<file path="src/rtl/uart_pkg.sv">
`default_nettype none
// ============================================================================
//  Package     : uart_pkg
//  Description : Constants shared by uart_rx, uart_tx and uart_rx_fifo.
//                UART_DATA_W - byte width on the serial link
//                UART_CR     - carriage-return code that marks a line end
//                BIT_RATE    - serial bit rate in bits per second
//                CLK_HZ      - system clock frequency in Hz
//  Revision    : 1.0 - initial release
// ============================================================================
package uart_pkg;

    localparam int unsigned UART_DATA_W = 8;
    localparam logic [7:0]  UART_CR     = 8'h0D;
    localparam int unsigned BIT_RATE    = 115_200;
    localparam int unsigned CLK_HZ      = 50_000_000;

endpackage : uart_pkg
`default_nettype wire

</file>
<file path="src/rtl/uart_rx_fifo_if.sv">
`default_nettype none
// ============================================================================
//  Interface   : uart_rx_fifo_if
//  Description : Write strobe, read handshake and status bundle of the
//                receive FIFO.
//                master : producer/consumer side (uart_rx + uart_tx)
//                slave  : FIFO side
//  Signals     : wr_valid_i, wr_data_i  - write strobe and byte
//                rd_valid_i             - head byte consumed
//                rd_ready_o, rd_data_o  - head byte available / value
//                full_o, empty_o,
//                count_o, overflow_o    - status
//  Revision    : 1.0 - initial release
// ============================================================================
interface uart_rx_fifo_if #(
    parameter int DEPTH  = 16,
    parameter int DATA_W = 8
);
    localparam int c_CNT_W = $clog2(DEPTH) + 1;

    logic                wr_valid_i;
    logic [DATA_W-1:0]   wr_data_i;
    logic                rd_valid_i;
    logic                rd_ready_o;
    logic [DATA_W-1:0]   rd_data_o;
    logic                full_o;
    logic                empty_o;
    logic [c_CNT_W-1:0]  count_o;
    logic                overflow_o;

    modport master (
        output wr_valid_i, wr_data_i, rd_valid_i,
        input  rd_ready_o, rd_data_o, full_o, empty_o, count_o, overflow_o
    );

    modport slave (
        input  wr_valid_i, wr_data_i, rd_valid_i,
        output rd_ready_o, rd_data_o, full_o, empty_o, count_o, overflow_o
    );

endinterface : uart_rx_fifo_if
`default_nettype wire

</file>
<file path="src/rtl/uart_fifo_mem.sv">
`default_nettype none
// ============================================================================
//  Module      : uart_fifo_mem
//  Description : Simple dual-port register array, DEPTH x DATA_W.
//                Synchronous write, asynchronous read, no reset.
//  Ports       : clk_i      - clock
//                wr_en_i    - write enable
//                wr_addr_i  - write address
//                wr_data_i  - write data
//                rd_addr_i  - read address
//                rd_data_o  - read data (combinational)
//  Revision    : 1.0 - initial release
// ============================================================================
module uart_fifo_mem #(
    parameter int DEPTH  = 16,
    parameter int DATA_W = 8
) (
    input  logic                       clk_i,
    input  logic                       wr_en_i,
    input  logic [$clog2(DEPTH)-1:0]   wr_addr_i,
    input  logic [DATA_W-1:0]          wr_data_i,
    input  logic [$clog2(DEPTH)-1:0]   rd_addr_i,
    output logic [DATA_W-1:0]          rd_data_o
);

    logic [DATA_W-1:0] mem_q [DEPTH];

    always_ff @(posedge clk_i) begin
        if (wr_en_i) begin
            mem_q[wr_addr_i] <= wr_data_i;
        end
    end

    assign rd_data_o = mem_q[rd_addr_i];

endmodule : uart_fifo_mem
`default_nettype wire

</file>
<file path="src/rtl/uart_rx_fifo.sv">
`default_nettype none
// ============================================================================
//  Module      : uart_rx_fifo
//  Description : First-word-fall-through byte FIFO between uart_rx and
//                uart_tx. Bytes are written with a one-cycle strobe; the
//                head byte is offered with rd_ready_o and consumed by a
//                one-cycle rd_valid_i pulse. Reports count, full, empty
//                and a sticky overflow flag (set when a write is dropped).
//  Ports       : clk_i      - clock, rising edge
//                nreset_i   - synchronous active-low reset
//                bus        - uart_rx_fifo_if.slave (strobe, handshake,
//                             status)
//  Options     : UART_FIFO_LINE_MODE_EN - when defined, the head byte is
//                only offered once a complete line (terminated by CR) is
//                stored, or when the FIFO is full.
//  Revision    : 1.0 - initial release
// ============================================================================
module uart_rx_fifo
    import uart_pkg::*;
#(
    parameter int DEPTH  = 16,
    parameter int DATA_W = UART_DATA_W
) (
    input  logic           clk_i,
    input  logic           nreset_i,
    uart_rx_fifo_if.slave  bus
);

    localparam int                 c_ADDR_W = $clog2(DEPTH);
    localparam int                 c_CNT_W  = c_ADDR_W + 1;
    localparam logic [c_CNT_W-1:0] c_DEPTH  = c_CNT_W'(DEPTH);

    logic [c_ADDR_W-1:0] wr_ptr_q, wr_ptr_d;
    logic [c_ADDR_W-1:0] rd_ptr_q, rd_ptr_d;
    logic [c_CNT_W-1:0]  count_q,  count_d;
    logic                full_q,   full_d;
    logic                empty_q,  empty_d;
    logic                overflow_q, overflow_d;

    logic                w_rd_ready;
    logic                w_push;
    logic                w_pop;
    logic [DATA_W-1:0]   w_mem_rd;

`ifdef UART_FIFO_LINE_MODE_EN
    logic [c_CNT_W-1:0]  lines_q, lines_d;
    logic                w_push_cr;
    logic                w_pop_cr;

    // Full escape: without it a CR-less stream would block forever.
    assign w_rd_ready = !empty_q && ((lines_q != '0) || full_q);
    assign w_push_cr  = w_push && (bus.wr_data_i == DATA_W'(UART_CR));
    assign w_pop_cr   = w_pop  && (w_mem_rd      == DATA_W'(UART_CR));
    assign lines_d    = lines_q + c_CNT_W'(w_push_cr) - c_CNT_W'(w_pop_cr);
`else
    assign w_rd_ready = !empty_q;
`endif

    assign w_pop  = bus.rd_valid_i && w_rd_ready;
    // A pop in the same cycle frees the slot, so a write to a full FIFO
    // is accepted when it coincides with a pop.
    assign w_push = bus.wr_valid_i && (!full_q || w_pop);

    always_comb begin
        wr_ptr_d   = wr_ptr_q;
        rd_ptr_d   = rd_ptr_q;
        if (w_push) begin
            wr_ptr_d = wr_ptr_q + 1'b1;
        end
        if (w_pop) begin
            rd_ptr_d = rd_ptr_q + 1'b1;
        end
        count_d    = count_q + c_CNT_W'(w_push) - c_CNT_W'(w_pop);
        full_d     = (count_d == c_DEPTH);
        empty_d    = (count_d == '0);
        overflow_d = overflow_q || (bus.wr_valid_i && !w_push);
    end

    always_ff @(posedge clk_i) begin
        if (!nreset_i) begin
            wr_ptr_q   <= '0;
            rd_ptr_q   <= '0;
            count_q    <= '0;
            full_q     <= 1'b0;
            empty_q    <= 1'b1;
            overflow_q <= 1'b0;
`ifdef UART_FIFO_LINE_MODE_EN
            lines_q    <= '0;
`endif
        end else begin
            wr_ptr_q   <= wr_ptr_d;
            rd_ptr_q   <= rd_ptr_d;
            count_q    <= count_d;
            full_q     <= full_d;
            empty_q    <= empty_d;
            overflow_q <= overflow_d;
`ifdef UART_FIFO_LINE_MODE_EN
            lines_q    <= lines_d;
`endif
        end
    end

    uart_fifo_mem #(
        .DEPTH  (DEPTH),
        .DATA_W (DATA_W)
    ) u_mem (
        .clk_i     (clk_i),
        .wr_en_i   (w_push),
        .wr_addr_i (wr_ptr_q),
        .wr_data_i (bus.wr_data_i),
        .rd_addr_i (rd_ptr_q),
        .rd_data_o (w_mem_rd)
    );

    // Stale memory contents stay hidden whenever nothing is offered.
    assign bus.rd_data_o  = w_rd_ready ? w_mem_rd : '0;
    assign bus.rd_ready_o = w_rd_ready;
    assign bus.full_o     = full_q;
    assign bus.empty_o    = empty_q;
    assign bus.count_o    = count_q;
    assign bus.overflow_o = overflow_q;

endmodule : uart_rx_fifo
`default_nettype wire

</file>
<file path="src/flat_wrapper.sv">
// flat-port wrapper written by rule: the top's interface ports become plain ports
module uart_rx_fifo_flat import uart_pkg::*;
#(
    parameter int DEPTH  = 16,
    parameter int DATA_W = UART_DATA_W
)
  (clk_i, nreset_i, bus_wr_valid_i, bus_wr_data_i, bus_rd_valid_i, bus_rd_ready_o, bus_rd_data_o, bus_full_o, bus_empty_o, bus_count_o, bus_overflow_o);
  uart_rx_fifo_if #(.DEPTH(DEPTH), .DATA_W(DATA_W)) bus_i ();
  input  logic clk_i;
  input  logic nreset_i;
  input wire logic [$bits(bus_i.wr_valid_i)-1:0] bus_wr_valid_i;
  input wire logic [$bits(bus_i.wr_data_i)-1:0] bus_wr_data_i;
  input wire logic [$bits(bus_i.rd_valid_i)-1:0] bus_rd_valid_i;
  output wire logic [$bits(bus_i.rd_ready_o)-1:0] bus_rd_ready_o;
  output wire logic [$bits(bus_i.rd_data_o)-1:0] bus_rd_data_o;
  output wire logic [$bits(bus_i.full_o)-1:0] bus_full_o;
  output wire logic [$bits(bus_i.empty_o)-1:0] bus_empty_o;
  output wire logic [$bits(bus_i.count_o)-1:0] bus_count_o;
  output wire logic [$bits(bus_i.overflow_o)-1:0] bus_overflow_o;
  assign bus_i.wr_valid_i = bus_wr_valid_i;
  assign bus_i.wr_data_i = bus_wr_data_i;
  assign bus_i.rd_valid_i = bus_rd_valid_i;
  assign bus_rd_ready_o = bus_i.rd_ready_o;
  assign bus_rd_data_o = bus_i.rd_data_o;
  assign bus_full_o = bus_i.full_o;
  assign bus_empty_o = bus_i.empty_o;
  assign bus_count_o = bus_i.count_o;
  assign bus_overflow_o = bus_i.overflow_o;
  uart_rx_fifo #(.DEPTH(DEPTH), .DATA_W(DATA_W)) u_core (.clk_i(clk_i), .nreset_i(nreset_i), .bus(bus_i));
endmodule
</file>
<file path="config.mk">
export PLATFORM = sky130hd
export DESIGN_NAME = uart_rx_fifo_flat
export DESIGN_NICKNAME = d
export VERILOG_FILES = /design/src/rtl/uart_pkg.sv /design/src/rtl/uart_rx_fifo_if.sv /design/src/rtl/uart_fifo_mem.sv /design/src/rtl/uart_rx_fifo.sv /design/src/flat_wrapper.sv
export SDC_FILE = /design/constraint.sdc
export NUM_CORES = 1
export LEC_CHECK = 0
export ABC_AREA = 1
export CORE_ASPECT_RATIO = 0.5
export CORE_MARGIN = 5
export CORE_UTILIZATION = 62
export DETAILED_ROUTE_END_ITERATION = 8
export DONT_BUFFER_PORTS = 1
export GPL_TIMING_DRIVEN = 1
export PLACE_DENSITY = 0.78
export SLEW_MARGIN = 25
export SYNTH_ARGS = -nofsm -noshare
export SYNTH_HDL_FRONTEND = slang
export SYNTH_HIERARCHICAL = 1
export SYNTH_SLANG_ARGS = --single-unit
</file>
<file path="constraint.sdc">
create_clock -name clk_i -period 5.45 [get_ports clk_i]
set_clock_uncertainty 0.2 [all_clocks]
set_input_delay 0.545 -clock clk_i [delete_from_list [all_inputs] [get_ports clk_i]]
set_output_delay 0.545 -clock clk_i [all_outputs]
set_load 0.01 [all_outputs]
</file>
==> results of run 1 <==
state kept, by name (all words and copies together) (netlist names):
name / flops
u_core/u_mem/mem_q: 128
u_core/wr_ptr_q: 4
u_core/bus.full_o: 1
u_core/bus.empty_o: 1
u_core/bus.count_o: 5
u_core/rd_ptr_q: 4
u_core/bus.overflow_o: 1
metal layers:
layer  global-route usage  up-vias  wire length, um
li1                     -     2116                -
met1                0.319     2110             5840
met2                0.403      243             6930
met3               0.0619       26             1480
met4               0.0925        0              258
met5                    0        -                0
cells in the mapped netlist:
library cell	instances
nor2_8	1
nor2_1	36
or2_2	1
buf_1	1
inv_2	3
clkbuf_1	1
nand3_1	106
a21oi_1	6
nand2_4	2
xor2_1	2
inv_1	125
edfxtp_1	128
buf_4	4
xnor2_1	2
nand3b_1	2
nor2_4	1
dfxtp_1	16
nand2_2	2
nand2_1	194
o21ai_1	1
nand4_1	1
buf_6	7
buf_2	13
fa_1	1
o21ai_0	2
ha_1	7
inv_4	2
power groups by stage:
stage          Sequential (uW)  Clock, uW  Combinational (uW)
2_1_floorplan             1310          0                 384
3_3_place_gp              1320          0                 448
3_5_place_dp              1320          0                 464
4_1_cts                   1300       1140                 472
5_1_grt                   1310       1190                 535
6_report                  1300       1130                 479
cell families (layout without fill, tap and decap cells):
logic type / count (synthesis) / in the layout
AND/OR/NAND/NOR: 346 / 346
buffers and inverters: 156 / 167
flip-flops: 144 / 144
AO/OA/AOI/OAI: 9 / 9
adder cells (fa/ha/maj): 8 / 8
XOR/XNOR: 4 / 4
final timing paths:
check | start | end | slack, ns | cells after the start
worst min register to register | u_core/bus.overflow_o | u_core/bus.overflow_o | 0.31 | 2
worst max-delay path | u_core/rd_ptr_q[0] | bus_rd_data_o[1] | 2.20 | 10
worst max register to register | u_core/bus.empty_o | u_core/bus.full_o | 2.46 | 12
worst min-delay path | bus_wr_data_i[0] | u_core/u_mem/mem_q[2][0] | 0.03 | 0
area by class of cell:
type	count	area (um2)	share of cell area
clock buffer	25	455	0.0640
clock inverter	7	110	0.0155
inverter	130	493	0.0693
multi-input combinational	367	1680	0.235
sequential	144	4170	0.585
tap	140	175	0.0246
timing repair buffer	5	40.0	0.00563
critical path: cells and delay by family (launching register included):
| family | cells | cell delay (ns) |
|---|---|---|
| simple gates | 7 | 0.78 |
| buf+inv | 3 | 0.96 |
| flops | 1 | 0.32 |
stage by stage:
step	std cells	area, um2	setup WS (ns)
final	818	7110	2.20
after global routing	818	7110	2.05
after floorplan	667	6510	2.94
after global placement	785	6540	2.58
after detailed placement	785	6540	2.47
after CTS	818	7110	2.23
==> flow_summary.ini, run 1 <==
[outcome]
status = finished, final reports clean

[placed_design]
dp_hpwl_um = 8340
gp_congestion = 0.849
buffer_ports.inserted = 0

[layout]
final_core_util = 0.696
syn2layout_area_growth_pct = 9.22
nFillCells = 716
drive_above_1_share = 0.0575
final_common_cell = nand2_1
layout_common_cells = nand2_1, edfxtp_1, inv_1, nand3_1, nor2_1
n_antenna_cell = 0
nets = 685

[floorplanning]
core_area_um2 = 10200
io_pins = 29
num_rows = 26
die_w_um = 155
dieArea_um2 = 12800
initial_core_util = 0.638
die_y_um = 82.5

[logic_synthesis]
yosysWarnings = 6
ys_seq_area_frac = 0.639
synth_top_cell_area_share = 0.590
yosysUniqueCellTypes = 27
synth_compound_area_frac = 0.00692
synth_top_area_cell = edfxtp_1
ys_top_cells_by_area = edfxtp_1, nand2_1, nand3_1
synth_cells = 667
synth.area.mux_share = 0
yosys.area_share.adder = 0.0165
synth_area_um2 = 6510
yosys_register_bits = 144
synth_top_family_by_area = simple AND/OR/NAND/NOR gates
synth_xor_area_frac = 0.00538
synthSimpleGateAreaFrac = 0.228
syn_nets = 687
syn_avg_cell_area_um2 = 9.77

[pwr]
p_sw_uw = 792
pwr-share-clk = 0.388
power_density_nw_per_um2 = 409
sw_frac_of_total = 0.272
peakVddDrop_uv = 263
comb_power_share = 0.165
p_leak_uw = 0.00308
pwr-share-seq = 0.448
total_power_uw = 2910
p_int_uw = 2110

[grt]
antenna_found_initial = 0
grt_usage = 0.244
grt_first_pass_wirelength_um = 23000
overflow = 0
grt_pass1_vias = 4377
grt_max_degree = 68

[setup_path]
crit_fanout = 35
path_cells = inv_2, buf_4, nand2_1, nand2_1, nand2_1, nand3_1, nand3_1, nand2_1, inv_1, nor2_1
cp-end-kind = output port
cp-start-kind = flop
crit_path_frequent_cell = nand2_1
path_class = reg2out
required_ns = 4.70
cp_data_arrival_time_ns = 2.50
cp_slowest_stage_delay_ns = 0.47
critPathSlowestCell = inv_2

[clock_tree]
cts_made_buffers = 17
clock-sinks = 144
clk_latency_ns = 0.41
clockBufferDepth = 2
htree_levels = 4
post_cts_buffers = 0
clk_pin_slew_worst_paths_ns = 0.06
ctsHoldBuffers = 1
cts_root_buf = clkbuf_16
cts_resized = 0
cts_tree = yes

[detailed_routing]
vias = 4495
viasPerCell = 5.50
drt_wl_total_um = 14500
postRouteAntennaNets = 0
drtIter0Drc = 591
drc = 0
first_pass_iters = 7
drt-wirelength-per-cell_um = 17.7

[timing]
worst_slew_pin_slew_ns = 0.889
fmax_mhz = 308
rsz0062_at_grt = false
whs_ns = 0.0255
period_needed_ns = 3.25
finalMaxSlewViolations = 0
maxSlewHeadroom = 0.405
finalHoldViolations = 0
report.final.setup_viol = 0
finalSetupTns_ns = 0
fin_crit_sh = 0.596

[flow_run]
drv_cap = 0

[worst_hold_path]
hold_class = in2reg
(Power assumes the default switching activity.)
==> inputs of run 2 (changes only) <==
==> constraint.sdc (replaced) <==
create_clock -name clk_i -period 3.2 [get_ports clk_i]
set_clock_uncertainty 0.2 [all_clocks]
set_input_delay 0.32 -clock clk_i [delete_from_list [all_inputs] [get_ports clk_i]]
set_output_delay 0.32 -clock clk_i [all_outputs]
set_load 0.01 [all_outputs]
==> flow_summary.ini, run 2 (synthesis results as in run 1) <==
[timing]
period_needed_ns = 2.82
fin_crit_sh = 0.881
fmax_mhz = 355
rsz0062_at_grt = false
report.final.setup_viol = 0
finalSetupTns_ns = 0
maxSlewHeadroom = 0.385
finalMaxSlewViolations = 0
whs_ns = 0.304
finalHoldViolations = 0
worst_slew_pin_slew_ns = 0.919

[setup_path]
r2r_cells = 12
required_ns = 2.68
path_cells = buf_4, nand2_1, nand2_1, nand2_1, nand3_1, nand3_1, nand2_1, inv_1, nor2_1
cp_slowest_stage_delay_ns = 0.58
cp-endpoint = bus_rd_data_o[4]
crit_fanout = 67
critPathTopFamily = simple AND/OR/NAND/NOR gates
path_class = reg2out
cp_data_arrival_time_ns = 2.30
reg2reg_to = u_core/bus.empty_o
cp.depth = 9
r2r-start = u_core/bus.empty_o
cp-start-kind = flop
cp-end-kind = output port
crit_path_frequent_cell = nand2_1
critPathSlowestCell = buf_4
reg2reg_slack_ns = 0.50
startpoint = u_core/rd_ptr_q[0]
path_buf_inv = 2

[clock_tree]
htree_levels = 4
cts_resized = 0
cts_made_buffers = 17
clockBufferDepth = 2
clk_pin_slew_worst_paths_ns = 0.06
cts_tree = yes
ctsHoldBuffers = 11
clk_latency_ns = 0.42
post_cts_buffers = 0
cts_root_buf = clkbuf_16
clock-sinks = 144

[worst_hold_path]
holdPathStages = 2
hold_class = reg2reg

[layout]
nets = 699
drive_above_1_share = 0.0723
largest_reg_flops = 128
final_cells = 832
regMostFlops = u_core/u_mem/mem_q
layout_common_cells = nand2_1, edfxtp_1, inv_1, nand3_1, nor2_1
final_common_cell = nand2_1
n_antenna_cell = 0
syn2layout_area_growth_pct = 11.5

[detailed_routing]
drt_wl_total_um = 15700
vias = 4802
drc = 0
drt-wirelength-per-cell_um = 18.8
viasPerCell = 5.77
postRouteAntennaNets = 0
first_pass_iters = 5
drtIter0Drc = 629

[floorplanning]
num_rows = 26
initial_core_util = 0.638
die_y_um = 82.5
dieArea_um2 = 12800
io_pins = 29
core_area_um2 = 10200
die_w_um = 155

[grt]
grt_usage = 0.255
overflow = 0
antenna_found_initial = 0
grt_first_pass_wirelength_um = 24000
grt_pass1_vias = 4524
grt_max_degree = 68

[placed_design]
gp_congestion = 0.874
dpl.cell_count = 789
dp_hpwl_um = 9160
buffer_ports.inserted = 0

[flow_run]
drv_cap = 0

[outcome]
status = finished, final reports clean

[pwr]
peakVddDrop_uv = 469
p_leak_uw = 0.00314
power_density_nw_per_um2 = 691
run 2: worst min path at each step:
stage | from | endpoint | slack [ns]
global placement | nreset_i | u_core/bus.empty_o | 0.20
floorplan | bus_wr_data_i[0] | u_core/u_mem/mem_q[0][0] | 0.22
finish | u_core/bus.overflow_o | u_core/bus.overflow_o | 0.30
global route | u_core/bus.overflow_o | u_core/bus.overflow_o | 0.32
CTS | u_core/bus.overflow_o | u_core/bus.overflow_o | 0.30
detailed placement | nreset_i | u_core/bus.empty_o | 0.20
run 2: metal layers:
metal  global-route usage  share of wire  vias up
met5                    0              0        -
met2                0.435           0.48      350
met3               0.0547           0.10       52
met4                0.126          0.029        0
met1                0.318           0.39     2251
li1                     -              -     2149
run 2: layout make-up:
class / count / area [um2]
inverter: 130 / 493
clock inverter: 15 / 146
sequential: 144 / 4170
multi-input combinational: 367 / 1680
clock buffer: 17 / 425
fill: 705 / 2950
timing repair buffer: 19 / 183
tap: 140 / 175
run 2: through the flow:
stage | area [um2] | util | worst slack, ns | power (uW)
after floorplan | 6510 | - | 0.694 | 2880
after global placement | 6580 | 0.644 | 0.561 | 3040
after detailed placement | 6580 | 0.644 | 0.541 | 3070
after CTS | 7260 | 0.711 | 0.420 | 5010
after global routing | 7260 | 0.711 | 0.242 | 5200
final | 7260 | 0.711 | 0.380 | 5020
run 2: worst reg2reg max path: stages, from the launching register on:
cell	delay (ns)
dfxtp_1	0.57
inv_4	0.09
nand2_2	0.10
nand2_2	0.07
nand2_4	0.11
ha_1	0.23
inv_1	0.05
ha_1	0.18
fa_1	0.44
or2_2	0.31
nor2_1	0.14
nand3_1	0.09
nand2_1	0.06
run 2: power by group:
part	internal, uW	switching, uW
registers	2130	76.2
clock network	1140	777
logic	274	624
total	3540	1480
==> inputs of run 3 (changes only) <==
--- a/config.mk
+++ b/config.mk
@@ -7,7 +7,7 @@
 export LEC_CHECK = 0
 export ABC_AREA = 1
 export CORE_ASPECT_RATIO = 0.5
-export CORE_MARGIN = 5
+export CORE_MARGIN = 1
 export CORE_UTILIZATION = 62
 export DETAILED_ROUTE_END_ITERATION = 8
 export DONT_BUFFER_PORTS = 1
==> flow_summary.ini, run 3 (synthesis results as in run 1) <==
[outcome]
status = finished, final reports clean

[placed_design]
buffer_ports.inserted = 0
post_dp_cell_area_um2 = 6570
dpl.cell_count = 786
dp_hpwl_um = 8570
gp_congestion = 0.832

[detailed_routing]
drt_wl_total_um = 15300
drt-wirelength-per-cell_um = 18.5
drc = 0
postRouteAntennaNets = 0
drtIter0Drc = 707
viasPerCell = 5.65
vias = 4680
first_pass_iters = 6

[layout]
stdcell_area_um2 = 7320
final-seq-area_um2 = 4170
layout_common_cells = nand2_1, edfxtp_1, inv_1, nand3_1, nor2_1
drive_above_1_share = 0.0711
syn2layout_area_growth_pct = 12.4
n_antenna_cell = 0
final_cells = 829
multi_input_area_um2 = 1680
final_common_cell = nand2_1
regMostFlops = u_core/u_mem/mem_q
largest_reg_flops = 128
nFillCells = 685
nets = 696

[floorplanning]
dieArea_um2 = 10900
io_pins = 29
initial_core_util = 0.638
die_y_um = 74.5
core_area_um2 = 10200
num_rows = 26
die_w_um = 147

[setup_path]
required_ns = 3.36
path_cells = inv_4, nand2_2, nand2_2, nand2_4, ha_1, inv_1, ha_1, fa_1, or2_2, nor2_1, nand3_1, nand2_1
cp_data_arrival_time_ns = 2.88
critPathTopFamily = simple AND/OR/NAND/NOR gates
cp_slowest_stage_delay_ns = 0.58
critPathSlowestCell = dfxtp_1
cp-end-kind = flop
cp-start-kind = flop
path_class = reg2reg
reg2reg_slack_ns = 0.48
crit_fanout = 7
path_buf_inv = 2

[timing]
report.final.setup_viol = 0
finalHoldViolations = 0
finalSetupTns_ns = 0
rsz0062_at_grt = false
period_needed_ns = 2.72
finalMaxSlewViolations = 0
whs_ns = 0.310
fin_crit_sh = 0.850
fmax_mhz = 368
maxSlewHeadroom = 0.399
worst_slew_pin_slew_ns = 0.898

[grt]
grt_usage = 0.295
overflow = 0
grt_first_pass_wirelength_um = 23000
grt_pass1_vias = 4476
grt_max_degree = 68
antenna_found_initial = 0

[clock_tree]
clock-sinks = 144
cts_tree = yes
htree_levels = 4
cts_root_buf = clkbuf_16
cts_made_buffers = 17
clk_latency_ns = 0.42
clockBufferDepth = 2
clk_pin_slew_worst_paths_ns = 0.06

[pwr]
power_density_nw_per_um2 = 716
peakVddDrop_uv = 448
p_leak_uw = 0.00318
total_power_uw = 5250

[flow_run]
drv_cap = 0

[worst_hold_path]
hold_class = reg2reg
## run 3: cell types whose count changed in the layout (fill, tap and decap cells not counted), moves of 2 or more
cell	previous run	this run
clkinv_2	1	3
clkinvlp_4	7	3
clkinv_1	3	1
bufinv_16	2	5
buf_4	7	3
## run 3: tightest hold or removal path: stages, from the launching register on
cell     delay (ns)
dfxtp_1        0.34
inv_1          0.06
a21oi_1        0.06
## run 3: power breakdown
part	internal [uW]	switching [uW]
logic	270	610
registers	2130	76.3
clock network	1380	779
total	3780	1470
## run 3: routing by layer
metal,wire length [um],global-route usage
met5,0,0
met2,7360,0.492
met3,1610,0.0681
met1,5820,0.369
met4,512,0.164
## run 3: stage by stage
| stage | setup WS [ns] | utilization |
|---|---|---|
| after global placement | 0.566 | 0.643 |
| final | 0.480 | 0.717 |
| after detailed placement | 0.520 | 0.643 |
| after CTS | 0.495 | 0.717 |
| after floorplan | 0.694 | - |
| after global routing | 0.257 | 0.717 |
## run 3: layout make-up
type | instances | share of cell area
clock buffer | 17 | 0.0581
clock inverter | 15 | 0.0297
inverter | 130 | 0.0673
multi-input combinational | 367 | 0.229
sequential | 144 | 0.569
tap | 140 | 0.0239
timing repair buffer | 16 | 0.0236
## run 3: repair_timing
action,4_1_cts,5_1_grt
hold endpoints to repair,144,0
hold buffers,11,0
gates resized for setup,0,0
setup buffers,0,0
## run 3: worst paths after layout
path / end / cells after the start / startpoint
min reg2reg: u_core/bus.overflow_o / 2 / u_core/bus.overflow_o
min: u_core/bus.overflow_o / 2 / u_core/bus.overflow_o
max: u_core/bus.empty_o / 12 / u_core/bus.empty_o
max reg2reg: u_core/bus.empty_o / 12 / u_core/bus.empty_o
